===== src/rtl/ks_buf_pkg.sv =====
// Shared types and helpers for the keystream block collector and its banks.
package ks_buf_pkg;

    localparam int unsigned KS_BLOCK_BITS = 512;
    // Wide enough for any block length up to one word per state-matrix bit.
    localparam int unsigned KS_LEN_W      = $clog2(KS_BLOCK_BITS + 1);

    typedef struct packed {
        logic                full;
        logic [KS_LEN_W-1:0] len;
    } bank_state_t;

    function automatic int unsigned next_bank(input int unsigned idx, input int unsigned n);
        return (idx + 1 >= n) ? 0 : idx + 1;
    endfunction

endpackage


===== src/rtl/ks_block_collector_if.sv =====
// Word-in / block-out handshake bundle for ks_block_collector.
// stall_cnt exists only when KSB_STALL_CNT_EN is defined.
interface ks_block_collector_if #(
    parameter int unsigned DATA_W        = 8,
    parameter int unsigned WORDS_PER_BLK = 64,
    parameter int unsigned NUM_BANKS     = 2
) ();
    localparam int unsigned LEN_W = $clog2(WORDS_PER_BLK + 1);
    localparam int unsigned BU_W  = $clog2(NUM_BANKS + 1);

    logic                              in_valid;
    logic [DATA_W-1:0]                 in_data;
    logic                              in_last;
    logic                              in_ready;
    logic                              out_valid;
    logic [DATA_W*WORDS_PER_BLK-1:0]   out_data;
    logic [LEN_W-1:0]                  out_len;
    logic                              out_ready;
    logic [BU_W-1:0]                   banks_used;
`ifdef KSB_STALL_CNT_EN
    logic [15:0]                       stall_cnt;
`endif

    modport master (
        output in_valid, in_data, in_last, out_ready,
        input  in_ready, out_valid, out_data, out_len, banks_used
`ifdef KSB_STALL_CNT_EN
        , input stall_cnt
`endif
    );

    modport slave (
        input  in_valid, in_data, in_last, out_ready,
        output in_ready, out_valid, out_data, out_len, banks_used
`ifdef KSB_STALL_CNT_EN
        , output stall_cnt
`endif
    );

endinterface


===== src/rtl/ks_buf_bank.sv =====
// One block bank: word storage, length and full flag, zero-masked wide read port.
module ks_buf_bank
    import ks_buf_pkg::*;
#(
    parameter int unsigned DATA_W        = 8,
    parameter int unsigned WORDS_PER_BLK = 64,
    parameter int unsigned LEN_W         = 7,
    parameter int unsigned PTR_W         = 6
) (
    input  logic                            clk,
    input  logic                            rst,
    input  logic                            we_i,
    input  logic [PTR_W-1:0]                waddr_i,
    input  logic [DATA_W-1:0]               wdata_i,
    input  logic                            set_i,
    input  logic [LEN_W-1:0]                set_len_i,
    input  logic                            clr_i,
    output logic                            full_o,
    output logic [LEN_W-1:0]                len_o,
    output logic [DATA_W*WORDS_PER_BLK-1:0] rdata_o
);

    logic [DATA_W-1:0] mem_q [WORDS_PER_BLK];
    bank_state_t       state_q, state_d;

    // Storage is deliberately not reset; the length mask hides stale words.
    always_ff @(posedge clk) begin
        if (we_i) begin
            mem_q[waddr_i] <= wdata_i;
        end
    end

    always_comb begin
        state_d = state_q;
        if (set_i) begin
            state_d.full = 1'b1;
            state_d.len  = KS_LEN_W'(set_len_i);
        end else if (clr_i) begin
            state_d.full = 1'b0;
            state_d.len  = '0;
        end
    end

    always_ff @(posedge clk) begin
        if (rst) begin
            state_q <= '0;
        end else begin
            state_q <= state_d;
        end
    end

    assign full_o = state_q.full;
    assign len_o  = state_q.len[LEN_W-1:0];

    always_comb begin
        rdata_o = '0;
        for (int i = 0; i < WORDS_PER_BLK; i++) begin
            if (KS_LEN_W'(i) < state_q.len) begin
                rdata_o[i*DATA_W +: DATA_W] = mem_q[i];
            end
        end
    end

endmodule


===== src/rtl/ks_block_collector.sv =====
// Multi-bank serial-to-block collector feeding the XOR/Poly1305 stage.
// Optional stall counter enabled by KSB_STALL_CNT_EN.
module ks_block_collector
    import ks_buf_pkg::*;
#(
    parameter int unsigned DATA_W        = 8,
    parameter int unsigned WORDS_PER_BLK = 64,
    parameter int unsigned NUM_BANKS     = 2
) (
    input logic                 clk,
    input logic                 rst,
    ks_block_collector_if.slave ks_io
);

    localparam int unsigned LEN_W  = $clog2(WORDS_PER_BLK + 1);
    localparam int unsigned BU_W   = $clog2(NUM_BANKS + 1);
    localparam int unsigned PTR_W  = (WORDS_PER_BLK > 1) ? $clog2(WORDS_PER_BLK) : 1;
    localparam int unsigned BANK_W = $clog2(NUM_BANKS);
    localparam int unsigned BLK_W  = DATA_W * WORDS_PER_BLK;

    logic [PTR_W-1:0]  wr_ptr_q, wr_ptr_d;
    logic [BANK_W-1:0] wr_bank_q, wr_bank_d;
    logic [BANK_W-1:0] rd_bank_q, rd_bank_d;
    logic [BU_W-1:0]   banks_used_q, banks_used_d;

    logic [NUM_BANKS-1:0] full;
    logic [LEN_W-1:0]     bank_len  [NUM_BANKS];
    logic [BLK_W-1:0]     bank_data [NUM_BANKS];

    logic             in_ready, out_valid;
    logic             accept, complete, rd_fire;
    logic [LEN_W-1:0] done_len;

    // Both flags come straight from bank registers, so no path from out_ready to in_ready.
    assign in_ready  = !full[wr_bank_q];
    assign out_valid = full[rd_bank_q];

    always_comb begin
        accept   = ks_io.in_valid && in_ready;
        complete = accept && (ks_io.in_last || (wr_ptr_q == PTR_W'(WORDS_PER_BLK - 1)));
        rd_fire  = out_valid && ks_io.out_ready;
        done_len = LEN_W'(wr_ptr_q) + LEN_W'(1);

        wr_ptr_d  = wr_ptr_q;
        wr_bank_d = wr_bank_q;
        if (complete) begin
            wr_ptr_d  = '0;
            wr_bank_d = BANK_W'(next_bank(32'(wr_bank_q), NUM_BANKS));
        end else if (accept) begin
            wr_ptr_d = wr_ptr_q + PTR_W'(1);
        end

        rd_bank_d = rd_bank_q;
        if (rd_fire) begin
            rd_bank_d = BANK_W'(next_bank(32'(rd_bank_q), NUM_BANKS));
        end

        banks_used_d = banks_used_q;
        case ({complete, rd_fire})
            2'b10:   banks_used_d = banks_used_q + BU_W'(1);
            2'b01:   banks_used_d = banks_used_q - BU_W'(1);
            default: banks_used_d = banks_used_q;
        endcase
    end

    always_ff @(posedge clk) begin
        if (rst) begin
            wr_ptr_q     <= '0;
            wr_bank_q    <= '0;
            rd_bank_q    <= '0;
            banks_used_q <= '0;
        end else begin
            wr_ptr_q     <= wr_ptr_d;
            wr_bank_q    <= wr_bank_d;
            rd_bank_q    <= rd_bank_d;
            banks_used_q <= banks_used_d;
        end
    end

    for (genvar b = 0; b < NUM_BANKS; b++) begin : g_bank
        ks_buf_bank #(
            .DATA_W       (DATA_W),
            .WORDS_PER_BLK(WORDS_PER_BLK),
            .LEN_W        (LEN_W),
            .PTR_W        (PTR_W)
        ) u_bank (
            .clk      (clk),
            .rst      (rst),
            .we_i     (accept && (wr_bank_q == BANK_W'(b))),
            .waddr_i  (wr_ptr_q),
            .wdata_i  (ks_io.in_data),
            .set_i    (complete && (wr_bank_q == BANK_W'(b))),
            .set_len_i(done_len),
            .clr_i    (rd_fire && (rd_bank_q == BANK_W'(b))),
            .full_o   (full[b]),
            .len_o    (bank_len[b]),
            .rdata_o  (bank_data[b])
        );
    end

    assign ks_io.in_ready   = in_ready;
    assign ks_io.out_valid  = out_valid;
    assign ks_io.out_data   = out_valid ? bank_data[rd_bank_q] : '0;
    assign ks_io.out_len    = out_valid ? bank_len[rd_bank_q] : '0;
    assign ks_io.banks_used = banks_used_q;

`ifdef KSB_STALL_CNT_EN
    logic [15:0] stall_cnt_q, stall_cnt_d;

    always_comb begin
        stall_cnt_d = stall_cnt_q;
        if (ks_io.in_valid && !in_ready && (stall_cnt_q != 16'hFFFF)) begin
            stall_cnt_d = stall_cnt_q + 16'd1;
        end
    end

    always_ff @(posedge clk) begin
        if (rst) begin
            stall_cnt_q <= '0;
        end else begin
            stall_cnt_q <= stall_cnt_d;
        end
    end

    assign ks_io.stall_cnt = stall_cnt_q;
`endif

endmodule


===== src/flat_wrapper.sv =====
// flat-port wrapper written by rule: the top's interface ports become plain ports
module ks_block_collector_flat import ks_buf_pkg::*;
#(
    parameter int unsigned DATA_W        = 8,
    parameter int unsigned WORDS_PER_BLK = 64,
    parameter int unsigned NUM_BANKS     = 2
)
  (clk, rst, ks_io_in_valid, ks_io_in_data, ks_io_in_last, ks_io_out_ready, ks_io_in_ready, ks_io_out_valid, ks_io_out_data, ks_io_out_len, ks_io_banks_used);
  ks_block_collector_if #(.DATA_W(DATA_W), .WORDS_PER_BLK(WORDS_PER_BLK), .NUM_BANKS(NUM_BANKS)) ks_io_i ();
  input logic clk;
  input logic rst;
  input wire logic [$bits(ks_io_i.in_valid)-1:0] ks_io_in_valid;
  input wire logic [$bits(ks_io_i.in_data)-1:0] ks_io_in_data;
  input wire logic [$bits(ks_io_i.in_last)-1:0] ks_io_in_last;
  input wire logic [$bits(ks_io_i.out_ready)-1:0] ks_io_out_ready;
  output wire logic [$bits(ks_io_i.in_ready)-1:0] ks_io_in_ready;
  output wire logic [$bits(ks_io_i.out_valid)-1:0] ks_io_out_valid;
  output wire logic [$bits(ks_io_i.out_data)-1:0] ks_io_out_data;
  output wire logic [$bits(ks_io_i.out_len)-1:0] ks_io_out_len;
  output wire logic [$bits(ks_io_i.banks_used)-1:0] ks_io_banks_used;
  assign ks_io_i.in_valid = ks_io_in_valid;
  assign ks_io_i.in_data = ks_io_in_data;
  assign ks_io_i.in_last = ks_io_in_last;
  assign ks_io_i.out_ready = ks_io_out_ready;
  assign ks_io_in_ready = ks_io_i.in_ready;
  assign ks_io_out_valid = ks_io_i.out_valid;
  assign ks_io_out_data = ks_io_i.out_data;
  assign ks_io_out_len = ks_io_i.out_len;
  assign ks_io_banks_used = ks_io_i.banks_used;
  ks_block_collector #(.DATA_W(DATA_W), .WORDS_PER_BLK(WORDS_PER_BLK), .NUM_BANKS(NUM_BANKS)) u_core (.clk(clk), .rst(rst), .ks_io(ks_io_i));
endmodule

===== config.mk =====
export PLATFORM = sky130hd
export DESIGN_NAME = ks_block_collector_flat
export DESIGN_NICKNAME = d
export VERILOG_FILES = /design/src/rtl/ks_buf_pkg.sv /design/src/rtl/ks_block_collector_if.sv /design/src/rtl/ks_buf_bank.sv /design/src/rtl/ks_block_collector.sv /design/src/flat_wrapper.sv
export SDC_FILE = /design/constraint.sdc
export NUM_CORES = 1
export LEC_CHECK = 0
export CELL_PAD_IN_SITES_DETAIL_PLACEMENT = 0
export CELL_PAD_IN_SITES_GLOBAL_PLACEMENT = 2
export CORE_ASPECT_RATIO = 1.1
export CORE_UTILIZATION = 35
export DETAILED_ROUTE_END_ITERATION = 10
export HOLD_SLACK_MARGIN = 0.06
export PLACE_DENSITY = 0.73
export REMOVE_ABC_BUFFERS = 1
export SYNTH_ARGS = -nofsm -noshare
export SYNTH_HDL_FRONTEND = slang
export SYNTH_SLANG_ARGS = --single-unit

===== constraint.sdc =====
create_clock -name clk -period 2.25 [get_ports clk]
set_input_delay 0.45 -clock clk [delete_from_list [all_inputs] [get_ports clk]]
set_output_delay 0.45 -clock clk [all_outputs]
set_load 0.02 [all_outputs]

# Yosys cells after proc, flatten, opt, wreduce, memory -nomap -nowiden
# Memories as Yosys holds them, arrays and structs flattened.
# Index checks and enable logic that the tools add are counted.
[totals]
regBits = 26
ramBits = 1024
input_bits = 13
output_inout_bits = 523
elab_cells = 321
memories = 2
[mem_list]
columns = ["memory", "depth", "width", "read_ports", "rd_ports_with_merged_regs", "wr", "line_no", "rtl"]
rows = [
  ["u_core.g_bank[0].u_bank.mem_q", 64, 8, 64, 0, 1, "ks_buf_bank.sv:23", "logic [DATA_W-1:0] mem_q [WORDS_PER_BLK];"],
  ["u_core.g_bank[1].u_bank.mem_q", 64, 8, 64, 0, 1, "ks_buf_bank.sv:23", ""],
]
[op_classes]
n_addsub = 6
order_cmp = 133
eq_ne = 3
muxes = 151
n_bitwise = 3
n_reduce_logical = 15
[op_table]
columns = ["op", "count"]
rows = [
  ["$mux 512", 4],
  ["$mux 8", 128],
  ["$lt 6x7->1 const A", 64],
  ["$lt 5x7->1 const A", 32],
  ["$lt 4x7->1 const A", 16],
  ["$lt 3x7->1 const A", 8],
  ["$mux 11", 4],
  ["$lt 1x7->1 const A", 4],
  ["$lt 2x7->1 const A", 4],
  ["$mux 7", 4],
  ["$mux 1", 10],
  ["$logic_and 1x1->1", 9],
  ["$add 6x1->7 const B", 1],
  ["$add 6x1->6 const B", 1],
  ["$eq 6x6->1 const B", 1],
  ["$ge 2x2->1 const B", 3],
  ["$reduce_bool 2->1", 3],
  ["$add 1x1->2 const B", 2],
  ["$lt 1x2->1 const B", 2],
  ["$pmux 2 s2", 1],
  ["$add 2x1->2 const B", 1],
  ["$eq 2x1->1 const B", 1],
  ["$eq 2x2->1 const B", 1],
  ["$not 1->1", 2],
  ["other kinds (5)", 5],
]

# Logic depth before layout (Yosys ltp)
# Gate-level depths: netlist (run 1).
[depth]
depth_word = 7
depth_mapped = 9
mapped_depth_nobuf = 8

# Cells and area by module
# From an unflattened synthesis (run 1), not the netlist that was laid out.
[hier_totals]
cells_unflattened = 3778
hier_area_um2 = 48741.7
[by_module_without_submodules]
columns = ["mod", "n_inst", "cells_per_inst", "area_each_um2", "seq_area_each_um2"]
rows = [
  ["ks_buf_bank (u_core.g_bank[1].u_bank)", 1, 1277, 20264.4, 15534.9],
  ["ks_buf_bank (u_core.g_bank[0].u_bank)", 1, 1274, 20175.6, 15534.9],
  ["ks_block_collector", 1, 1227, 8301.7, 200.2],
]

# Least setup slack after synthesis (run 1)
# Ideal clock, no wire load.
[synth_timing]
path_type = "register to register"
startpoint = "register u_core.wr_bank_q"
endpoint = "register u_core.banks_used_q[1] (netlist: u_core.ks_io.banks_used[1])"
setup_time_ns = 0.070
t_arrival_ns = 2.214
t_required_ns = 2.180
setup_slack_ns = -0.035
stages_incl_launch_ff = 7
path_buffers = 1
synth_period_minus_slack_ns = 2.285
path_cell_list = "dfxtp_1 -> clkbuf_1 -> mux2i_1 -> nand3_1 -> ha_1 -> or3_1 -> a21oi_1"
[synth_between]
elab_chain_len = 7
elab_cells_between_ends = 9
cone_classes = "eq/ne (2); mux (3); reduce/logical (4)"
[synth_lines]
columns = ["element", "line_no", "rtl"]
rows = [
  ["from (decl)", "ks_block_collector.sv:22", "logic [BANK_W-1:0] wr_bank_q, wr_bank_d;"],
  ["from (signal assigned)", "ks_block_collector.sv:74", "wr_bank_q <= wr_bank_d;"],
  ["$mux 1 (not written as such) * (2 in series)", "ks_block_collector.sv:35", "assign in_ready = !full[wr_bank_q];"],
  ["$logic_not 1->1 *", "ks_block_collector.sv:35", ""],
  ["named net ks_io_in_ready", "flat_wrapper.sv:16", "output wire logic [$bits(ks_io_i.in_ready)-1:0] ks_io_in_ready;"],
  ["$logic_and 1x1->1 *", "ks_block_collector.sv:39", "accept = ks_io.in_valid && in_ready;"],
  ["$logic_and 1x1->1 *", "ks_block_collector.sv:40", "complete = accept && (ks_io.in_last || (wr_ptr_q == PTR_W'(WORDS_PER_BLK - 1)));"],
  ["$eq 2x1->1 / $eq 2x2->1 (equally long branches)", "ks_block_collector.sv:59", "case ({complete, rd_fire})"],
  ["$pmux 2 s2 / $reduce_bool 2->1 (equally long branches)", "n/a", ""],
  ["to (signal assigned)", "ks_block_collector.sv:76", "banks_used_q <= banks_used_d;"],
  ["to (decl)", "ks_block_collector.sv:24", "logic [BU_W-1:0] banks_used_q, banks_used_d;"],
]
# Mark *: on every way through the listed nets, which the timed path passes. The rest lies on a longest branch. The select of a mux whose other input is x is not followed.
# A chain may end at the register's enable or synchronous reset.

# Worst setup path after layout (run 1)
[layout_timing]
startpoint = "register u_core.g_bank[1].u_bank.state_q (netlist bit u_core.g_bank[1].u_bank.len_o[5])"
endpoint = "output port ks_io_out_data[138]"
[layout_between]
elab_chain_len = 6
[layout_lines]
columns = ["element", "line_no", "rtl"]
rows = [
  ["from (decl)", "ks_buf_bank.sv:24", "bank_state_t state_q, state_d;"],
  ["from (signal assigned)", "ks_buf_bank.sv:48", "state_q <= state_d;"],
  ["$lt 5x7->1", "ks_buf_bank.sv:58", "if (KS_LEN_W'(i) < state_q.len) begin"],
  ["$mux 8", "ks_buf_bank.sv:58", ""],
  ["$mux 512 (not written as such) (3 in series)", "ks_block_collector.sv:103", "assign ks_io.out_data = out_valid ? bank_data[rd_bank_q] : '0;"],
  ["$mux 512", "ks_block_collector.sv:103", ""],
  ["to (decl)", "flat_wrapper.sv:18", "output wire logic [$bits(ks_io_i.out_data)-1:0] ks_io_out_data;"],
]
# No other way between the ends. The select of a mux whose other input is x is not followed.

==> reports/qor.yml, run 1 <==
grt_pass1_wl_um: 193000
tns_ns: -327.19
grt_pass1_vias: 27000
drc: 0
gr-total-overflow: 0
drt_pass1_iterations: 5
syn2layout_area_growth_pct: 42.0
syn_avg_cell_area_um2: 16.4
cpPeakStageDelay_ns: 0.40
crit_type: "register to primary output"
required_ns: 1.80
violations: "setup timing"
cts_buffer_depth: 3
nets: 3575
die_h_um: 355
netlist_area_mm2: 0.0396
seqCellArea_mm2: 0.0313
port_buffers: 535
place.gp.congestion: 0.919
grt_usage_pct: 23.7
die_area_mm2: 0.114
mostFrequentLayoutCells: "edfxtp_1 (1024), buf_4 (556), nor2_1 (347)"
total_power_uw: 40400
yosysWarnings: 0
crit_fanout: 7
initial_core_util_pct: 35.5
numCtsBuffers: 104
grt_max_degree: 68
synthDistinctLibCells: 56
hold_viol_final: 0
wl_per_cell_um: 27.1
hold_class: "primary input to register"
slew_violations: 0
rsz0062_at_grt: "yes"
drt_first_iter_violations: 2188
outcome: "finished, violations left"
synth_seq_cells: 1050
cp_common_cell: "buf_6"
clkSinkCount: 1050
clk_pin_slew_ns: 0.07
multi_input_area_mm2: 0.00939
synth_enable_flop_cells: 1024
cts_tree: "built"
timing.final.crit_share_pct: 135
skew_ns: 0.0334
tightest_slew_ns: 0.614
finalWirelength_um: 139000
antenna_found_initial: 7
clock-root-buffer: "clkbuf_16"
die_w_um: 323
max_freq_mhz: 330
core_mm2: 0.111
synth_ff_type: "edfxtp_1"
synthArstFlopShare_pct: 0
ir_worst_vdd_mv: 0.561
io_pins: 536
cp_data_arrival_time_ns: 2.58
n_fill_cell: 9377
period_minus_slack_ns: 3.03
synth-seq-area-share_pct: 79.1
slowest_stage: "a21oi_2"
num_vias: 26900
synthCells: 2406
drive_above_1_share_pct: 41.9
rows: 128
setup_viol: 536
path_cells: "buf_6 > or2_4 > buf_6 > o21ai_4 > buf_8 > a21oi_2 > a22o_1 > clkdlybuf4s15_2"
cp-end-kind: "primary output"
hpwl_um: 96300
clk_latency_ns: 0.69
final_common_cell: "edfxtp_1"
place_ws_ns: -0.835
htree_levels: 3
hold_slack_ns: 0.159
drv_cap: 0
leakagePower_uw: 0.0197
p_per_area_mw_per_mm2: 719
postLayoutSetupSlackWorst_ns: -0.777
slew_headroom_pct: 59.1
via_per_inst: 5.23
ant_nets: 0
start_kind: "register"
per-stage QoR:
step	utilization (%)	instance area (µm²)	instances
final	50.5	56200	5145
after global placement	45.5	50700	4850
after CTS	49.2	54800	5075
after detailed placement	45.5	50700	4850
after floorplan	-	39100	2315
after global routing	50.5	56200	5142
Yosys cell counts (4+ instances only):
cell type	instances	area (µm²)
nand2b_1	6	37.5
a21oi_1	103	515
buf_1	13	48.8
and2_1	6	37.5
nor3_1	9	45.0
clkbuf_1	39	146
nand3_1	30	150
a22oi_1	209	1570
a211oi_1	10	75.1
buf_4	6	45.0
a21o_1	4	30.0
or3_1	7	43.8
xor2_1	8	70.1
o211ai_1	14	105
a31oi_1	14	87.6
dfxtp_1	26	521
nor4_2	4	50.1
nor2_1	390	1460
o21ai_0	11	55.1
buf_2	32	160
inv_1	11	41.3
nand2_1	50	188
a22o_1	296	2590
and3_1	12	75.1
edfxtp_1	1024	30700
a21oi_4	7	114
nand4_1	5	31.3
o21a_1	11	82.6
mux2i_1	7	70.1
cell type report:
cell class	count	area share, %
repair buffers	1139	18.0
flip-flops and latches	1050	55.8
clock inverters	66	1.27
multi-input cells	1252	16.7
well taps	1495	3.33
clock buffers	127	4.82
inverters	13	0.107
diodes	3	0.0134
metal layers:
layer | wire length (µm) | GRT usage (%) | vias to the layer above
met1 | 55000 | 29.2 | 13800
met5 | 7 | 0 | -
met3 | 9370 | 4.92 | 188
li1 | - | - | 12000
met2 | 71100 | 41.7 | 921
met4 | 3770 | 6.71 | 2
where the power goes:
part           internal (µW)  total [µW]  switching [µW]
Sequential             21500       21500            37.0
Clock                  10000       17400            7410
Combinational            475        1430             958
flip-flops by register name (all words and copies together) (netlist names):
signal	flops
u_core.g_bank.u_bank.full_o	2
u_core.g_bank.u_bank.len_o	14
u_core.g_bank.u_bank.mem_q	1024
u_core.ks_io.banks_used	2
u_core.rd_bank_q	1
u_core.wr_bank_q	1
u_core.wr_ptr_q	6
worst paths after layout:
check                                                startpoint  slack (ns)                                              to  depth (start not counted)
hold / removal                                 ks_io_in_data[5]        0.16   u_core.g_bank[0].u_bank.mem_q[4][5]$_DFFE_PP_                          1
hold reg to reg         u_core.ks_io.banks_used[1]$_SDFFE_PP0P_        0.50         u_core.ks_io.banks_used[1]$_SDFFE_PP0P_                          2
setup reg to reg    u_core.g_bank[0].u_bank.full_o$_SDFFE_PP0P_       -0.08  u_core.g_bank[0].u_bank.mem_q[26][2]$_DFFE_PP_                          8
setup / recovery  u_core.g_bank[1].u_bank.len_o[5]$_SDFFE_PP0P_       -0.78                             ks_io_out_data[138]                          8
cells by family (layout without fill, tap and decap cells):
| kind of cell | count (synthesis) | after routing | share of synthesized area (%) |
|---|---|---|---|
| adders and majority gates | 2 | 2 | 0.0633 |
| muxes | 7 | 7 | 0.177 |
| and+or+nand+nor | 534 | 534 | 5.65 |
| buffers and inverters | 104 | 1345 | 1.15 |
| other | 0 | 3 | 0 |
| DFF | 1050 | 1050 | 79.1 |
| AOI/OAI and AO/OA | 698 | 698 | 13.7 |
| xor gates and xnor gates | 11 | 11 | 0.244 |
worst max-delay path: cells and delay by family (launching register included):
kind | cells | cell delay, ns
buffers and inverters | 4 | 0.69
AO/OA/AOI/OAI | 3 | 0.69
flip-flops | 1 | 0.36
AND/OR/NAND/NOR | 1 | 0.14
timing repair:
item / in CTS / in global routing
hold buffers: 2 / 0
resized for setup: 1409 / 705
pin swaps: 51 / 122
buffers inserted: 28 / 73
setup endpoints to repair: 529 / 723
cloned: 5 / 2
endpoints found under the hold margin: 10 / 0
Note: power is estimated with default switching activity, not from simulation.
==> run 2, diff against run 1 <==
--- a/config.mk
+++ b/config.mk
@@ -8,10 +8,11 @@
 export CELL_PAD_IN_SITES_DETAIL_PLACEMENT = 0
 export CELL_PAD_IN_SITES_GLOBAL_PLACEMENT = 2
 export CORE_ASPECT_RATIO = 1.1
-export CORE_UTILIZATION = 35
+export CORE_UTILIZATION = 36
+export CTS_CLUSTER_SIZE = 10
 export DETAILED_ROUTE_END_ITERATION = 10
 export HOLD_SLACK_MARGIN = 0.06
-export PLACE_DENSITY = 0.73
+export PLACE_DENSITY = 0.75
 export REMOVE_ABC_BUFFERS = 1
 export SYNTH_ARGS = -nofsm -noshare
 export SYNTH_HDL_FRONTEND = slang
==> reports/qor.yml, run 2 (synthesis gave the netlist of run 1 again) <==
ir_worst_vdd_mv: 0.785
mostFrequentLayoutCells: "edfxtp_1 (1024), buf_4 (558), nor2_1 (333)"
start_kind: "register"
cts_tree: "built"
via_per_inst: 5.34
clkSinkCount: 1050
hold_viol_final: 0
stdcell_count: 4995
drc: 0
gr-total-overflow: 0
grt_use_met3_pct: 6.00
num_vias: 26700
clock-root-buffer: "clkbuf_16"
path_cells: "buf_8 > or2_4 > buf_12 > nand2_1 > a21oi_4 > buf_4 > a22o_1 > clkdlybuf4s15_2"
core_mm2: 0.109
crit_type: "register to primary output"
syn2layout_area_growth_pct: 39.6
antenna_found_initial: 8
grtUsageMet2_pct: 41.3
slew_headroom_pct: 46.8
cp_data_arrival_time_ns: 2.56
initial_core_util_pct: 36.3
max_freq_mhz: 333
holdPathStages: 1
cpPeakStageDelay_ns: 0.37
reg2reg_depth: 8
htree_levels: 3
crit_family: "buffers and inverters"
drt_pass1_iterations: 5
place_ws_ns: -0.773
path_buf_inv: 4
drive_above_1_share_pct: 41.7
p_per_area_mw_per_mm2: 720
leakagePower_uw: 0.0195
tns_ns: -332.58
tightest_slew_ns: 0.797
wl_per_cell_um: 27.5
r2r_slack_ns: -0.15
reg2reg_from: "u_core.g_bank[0].u_bank.full_o$_SDFFE_PP0P_"
gr-usage-met1_pct: 28.6
violations: "setup timing"
hold_end: "u_core.g_bank[1].u_bank.mem_q[61][5]$_DFFE_PP_"
io_pins: 536
place_inst: 4788
top_usage_layer: "met2"
die_h_um: 350
die_w_um: 318
cp-end-kind: "primary output"
startpoint: "u_core.g_bank[0].u_bank.len_o[6]$_SDFFE_PP0P_"
grt_usage_pct: 23.9
required_ns: 1.80
largest_reg_flops: 1024
grt_pass1_vias: 27400
grt_pass1_wl_um: 191000
largest_register: "u_core.g_bank.u_bank.mem_q"
hold_slack_ns: 0.125
slew_violations: 0
outcome: "finished, violations left"
setup_viol: 590
grt_max_degree: 78
drt_first_iter_violations: 2148
period_minus_slack_ns: 3.01
drv_cap: 0
timing.final.crit_share_pct: 134
place.gp.congestion: 0.896
nets: 3559
hpwl_um: 95200
postLayoutCellArea_mm2: 0.0552
finalWirelength_um: 137000
port_buffers: 535
min_from: "ks_io_in_data[5]"
crit_fanout: 7
clk_latency_ns: 0.72
cts_buffer_depth: 3
clk_pin_slew_ns: 0.06
rsz0062_at_grt: "yes"
rows: 127
ant_nets: 0
slowest_stage: "dfxtp_4"
skew_ns: 0.0255
numCtsBuffers: 118
die_area_mm2: 0.111
r2r_end: "u_core.g_bank[0].u_bank.mem_q[56][5]$_DFFE_PP_"
dpl_cell_area_mm2: 0.0510
postLayoutSetupSlackWorst_ns: -0.756
hold_class: "primary input to register"
final_common_cell: "edfxtp_1"
-- run 2: cell types whose count changed in the layout (fill, tap and decap cells not counted), sizes merged, moves of 2 or more --
| cell | change |
|---|---|
| diode | -2 |
| dlygate4sd2 | -17 |
| clkinv | -28 |
| bufinv | -10 |
| clkbuf | +113 |
| inv | -4 |
| buf | -63 |
| clkdlybuf4s15 | -56 |
| clkinvlp | -7 |
-- run 2: final cells by class --
class                      count  area (µm²)
sequential                  1050       31300
clock inverter                17         191
fill                        9166       53800
inverter                      13        60.1
antenna                        1        2.50
multi-input combinational   1253        9350
tap                         1419        1780
clock buffer                 134        3040
timing repair buffer        1108        9460
-- run 2: worst max-delay path by stage --
stage               cells after the start  slack [ns]                  end
floorplan                               3       -4.55      ks_io_out_valid
global placement                        9       -0.75  ks_io_out_data[303]
detailed placement                      6       -0.77  ks_io_out_data[194]
CTS                                     8       -0.84  ks_io_out_data[304]
global route                            9       -0.80  ks_io_out_data[132]
finish                                  8       -0.76  ks_io_out_data[295]
-- run 2: timing repair --
| item | 4_1_cts | 5_1_grt |
|---|---|---|
| pin swaps | 27 | 64 |
| endpoints found under the hold margin | 6 | 0 |
| setup endpoints to repair | 555 | 722 |
| hold buffers | 1 | 0 |
| gates cloned | 3 | 3 |
| resized for setup | 1162 | 744 |
| buffers inserted | 20 | 35 |
-- run 2: report_power, final --
group	switching, µW	internal (µW)	total (µW)
Clock	7170	9640	16800
Sequential	32.0	21500	21500
Combinational	936	476	1410
Total	8140	31600	39800
-- run 2: worst reg2reg max path, delay by kind of cell, from the launching register on --
| kind | cells | cell delay [ns] |
|---|---|---|
| and+or+nand+nor | 4 | 1.01 |
| buffers and inverters | 4 | 0.76 |
| DFF | 1 | 0.34 |
-- run 2: layer usage --
metal,up-vias,part of all wire [%],wire length (µm)
met2,1007,50,68800
met1,13500,39,53200
met4,4,3.8,5260
met3,230,7.4,10200
li1,11900,-,-
met5,-,0.015,21
-- run 2: per-stage QoR --
step                      utilization [%]  power (µW)
after floorplan                         -       22200
after global placement               46.8       23100
after detailed placement             46.8       23100
after CTS                            50.6       40000
after global routing                 50.6       40800
final                                50.6       39800
==> run 3, diff against run 2 <==
--- a/config.mk
+++ b/config.mk
@@ -8,11 +8,12 @@
 export CELL_PAD_IN_SITES_DETAIL_PLACEMENT = 0
 export CELL_PAD_IN_SITES_GLOBAL_PLACEMENT = 2
 export CORE_ASPECT_RATIO = 1.1
-export CORE_UTILIZATION = 36
+export CORE_UTILIZATION = 37
+export CTS_BUF_LIST = sky130_fd_sc_hd__clkbuf_4
 export CTS_CLUSTER_SIZE = 10
 export DETAILED_ROUTE_END_ITERATION = 10
 export HOLD_SLACK_MARGIN = 0.06
-export PLACE_DENSITY = 0.75
+export PLACE_DENSITY = 0.77
 export REMOVE_ABC_BUFFERS = 1
 export SYNTH_ARGS = -nofsm -noshare
 export SYNTH_HDL_FRONTEND = slang
==> reports/qor.yml, run 3 (synthesis gave the netlist of run 1 again) <==
grtUsageMet2_pct: 43.3
combPwrFrac_pct: 4.3
slowest_stage: "dfxtp_2"
holdPathStages: 2
clk_latency_ns: 1.14
place.gp.congestion: 0.890
crit_fanout: 8
io_pins: 536
intPower_uw: 30200
drv_cap: 0
clock-root-buffer: "clkbuf_4"
cp_common_cell: "buf_6"
die_w_um: 314
htree_levels: 5
p_per_area_mw_per_mm2: 661
netSwitchingFraction_pct: 22.3
via_per_inst: 5.25
cp-end-kind: "primary output"
timing.final.crit_share_pct: 153
grt_use_met3_pct: 6.17
start_kind: "register"
gr-total-overflow: 0
antenna_found_initial: 4
slew_violations: 0
clk_pin_slew_ns: 0.07
reg2reg_depth: 8
drive_above_1_share_pct: 50.6
grt_pass1_vias: 28500
numCtsBuffers: 281
grt_max_degree: 101
finalWirelength_um: 142000
leakagePower_uw: 0.0212
syn2layout_area_growth_pct: 48.7
largest_register: "u_core.g_bank.u_bank.mem_q"
drt_first_iter_violations: 1968
clkSinkCount: 1050
initial_core_util_pct: 37.4
cts_tree: "built"
cp_data_arrival_time_ns: 3.00
hold_viol_final: 0
slew_headroom_pct: 55.4
hold_class: "primary input to register"
ir_worst_vdd_mv: 0.463
die_area_mm2: 0.108
grt_usage_pct: 25.1
core_mm2: 0.106
total_power_uw: 38900
max_freq_mhz: 290
postLayoutSetupSlackWorst_ns: -1.20
p_switching_uw: 8680
outcome: "finished, violations left"
gr-usage-met1_pct: 30.4
rsz0062_at_grt: "yes"
clkPwrFrac_pct: 40.3
hpwl_um: 93900
crit_type: "register to primary output"
period_minus_slack_ns: 3.45
nets: 3840
required_ns: 1.80
path_cells: "buf_6 > buf_6 > nor4_4 > buf_6 > a31oi_4 > buf_6 > a22oi_2 > nor2_4 > buf_6"
wl_per_cell_um: 26.2
cpPeakStageDelay_ns: 0.34
tns_ns: -547.02
rows: 125
grt_pass1_wl_um: 194000
violations: "setup timing"
cts_buffer_depth: 4
largest_reg_flops: 1024
drc: 0
drt_pass1_iterations: 5
port_buffers: 535
die_h_um: 345
skew_ns: 0.0549
setup_viol: 689
tightest_slew_ns: 0.668
seq_power_share_pct: 55.3
num_vias: 28400
top_usage_layer: "met2"
mostFrequentLayoutCells: "edfxtp_1 (1024), buf_4 (554), clkbuf_4 (376)"
final_common_cell: "edfxtp_1"
ant_nets: 0
run 3: changes by cell type in the layout (fill, tap and decap cells not counted), sizes merged, moves of 2 or more:
cell	before	now
buf	875	1142
clkbuf	287	394
clkinv	10	89
clkdlybuf4s15	34	14
dlygate4sd3	1	12
dlygate4sd2	37	32
inv	14	16
run 3: timing repair:
action / CTS / global route
hold endpoints to repair: 1027 / 0
buffers inserted: 70 / 163
hold buffers: 12 / 0
gates resized for setup: 1861 / 981
setup endpoints to repair: 536 / 649
pin swaps: 124 / 256
gates cloned: 6 / 10
run 3: cell type report:
class	count	area, µm²
fill	8560	46900
multi-input combinational	1252	10300
tap	1397	1750
clock inverter	99	477
timing repair buffer	1227	12100
clock buffer	374	2810
antenna	2	5.00
inverter	13	71.3
sequential	1050	31300
run 3: per-layer routing:
| metal | wire, µm | vias up |
|---|---|---|
| li1 | - | 12700 |
| met1 | 55900 | 14400 |
| met2 | 72300 | 1144 |
| met3 | 9440 | 243 |
| met4 | 4120 | 4 |
| met5 | 22 | - |
run 3: stage by stage:
step                      cells  hold WS, ns  util (%)  worst slack (ns)  instance area, µm²
final                      5414        0.351      55.6             -1.20               58800
after CTS                  5277        0.141      52.8             -1.33               55800
after global routing       5413        0.253      55.6             -1.37               58800
after global placement     4728        0.482      48.0            -0.780               50700
after detailed placement   4728        0.508      48.0            -0.770               50700
after floorplan            2315        0.479         -             -4.55               39100
run 3: power by group through the flow:
stage	Clock, µW	Combinational [µW]	Sequential (µW)
after floorplan	0	249	22000
after global placement	0	1200	21900
after detailed placement	0	1220	21900
after CTS	16100	1440	21500
after global routing	17000	1760	21500
final	15700	1690	21500
run 3: worst max-delay path, delay by kind of cell (launching register included):
family | cells | cell delay (ns)
and+or+nand+nor | 2 | 0.39
buffers and inverters | 5 | 0.78
DFF | 1 | 0.34
AOI/OAI and AO/OA | 2 | 0.38
run 3: worst paths after layout:
kind | start | to | slack [ns]
worst max-delay path | u_core.g_bank[1].u_bank.len_o[4]$_SDFFE_PP0P_ | ks_io_out_data[11] | -1.20
worst min-delay path | ks_io_in_data[4] | u_core.g_bank[1].u_bank.mem_q[44][4]$_DFFE_PP_ | 0.35
worst max register to register | u_core.g_bank[0].u_bank.full_o$_SDFFE_PP0P_ | u_core.g_bank[0].u_bank.mem_q[9][3]$_DFFE_PP_ | -0.03
worst min register to register | u_core.ks_io.banks_used[1]$_SDFFE_PP0P_ | u_core.ks_io.banks_used[1]$_SDFFE_PP0P_ | 0.52
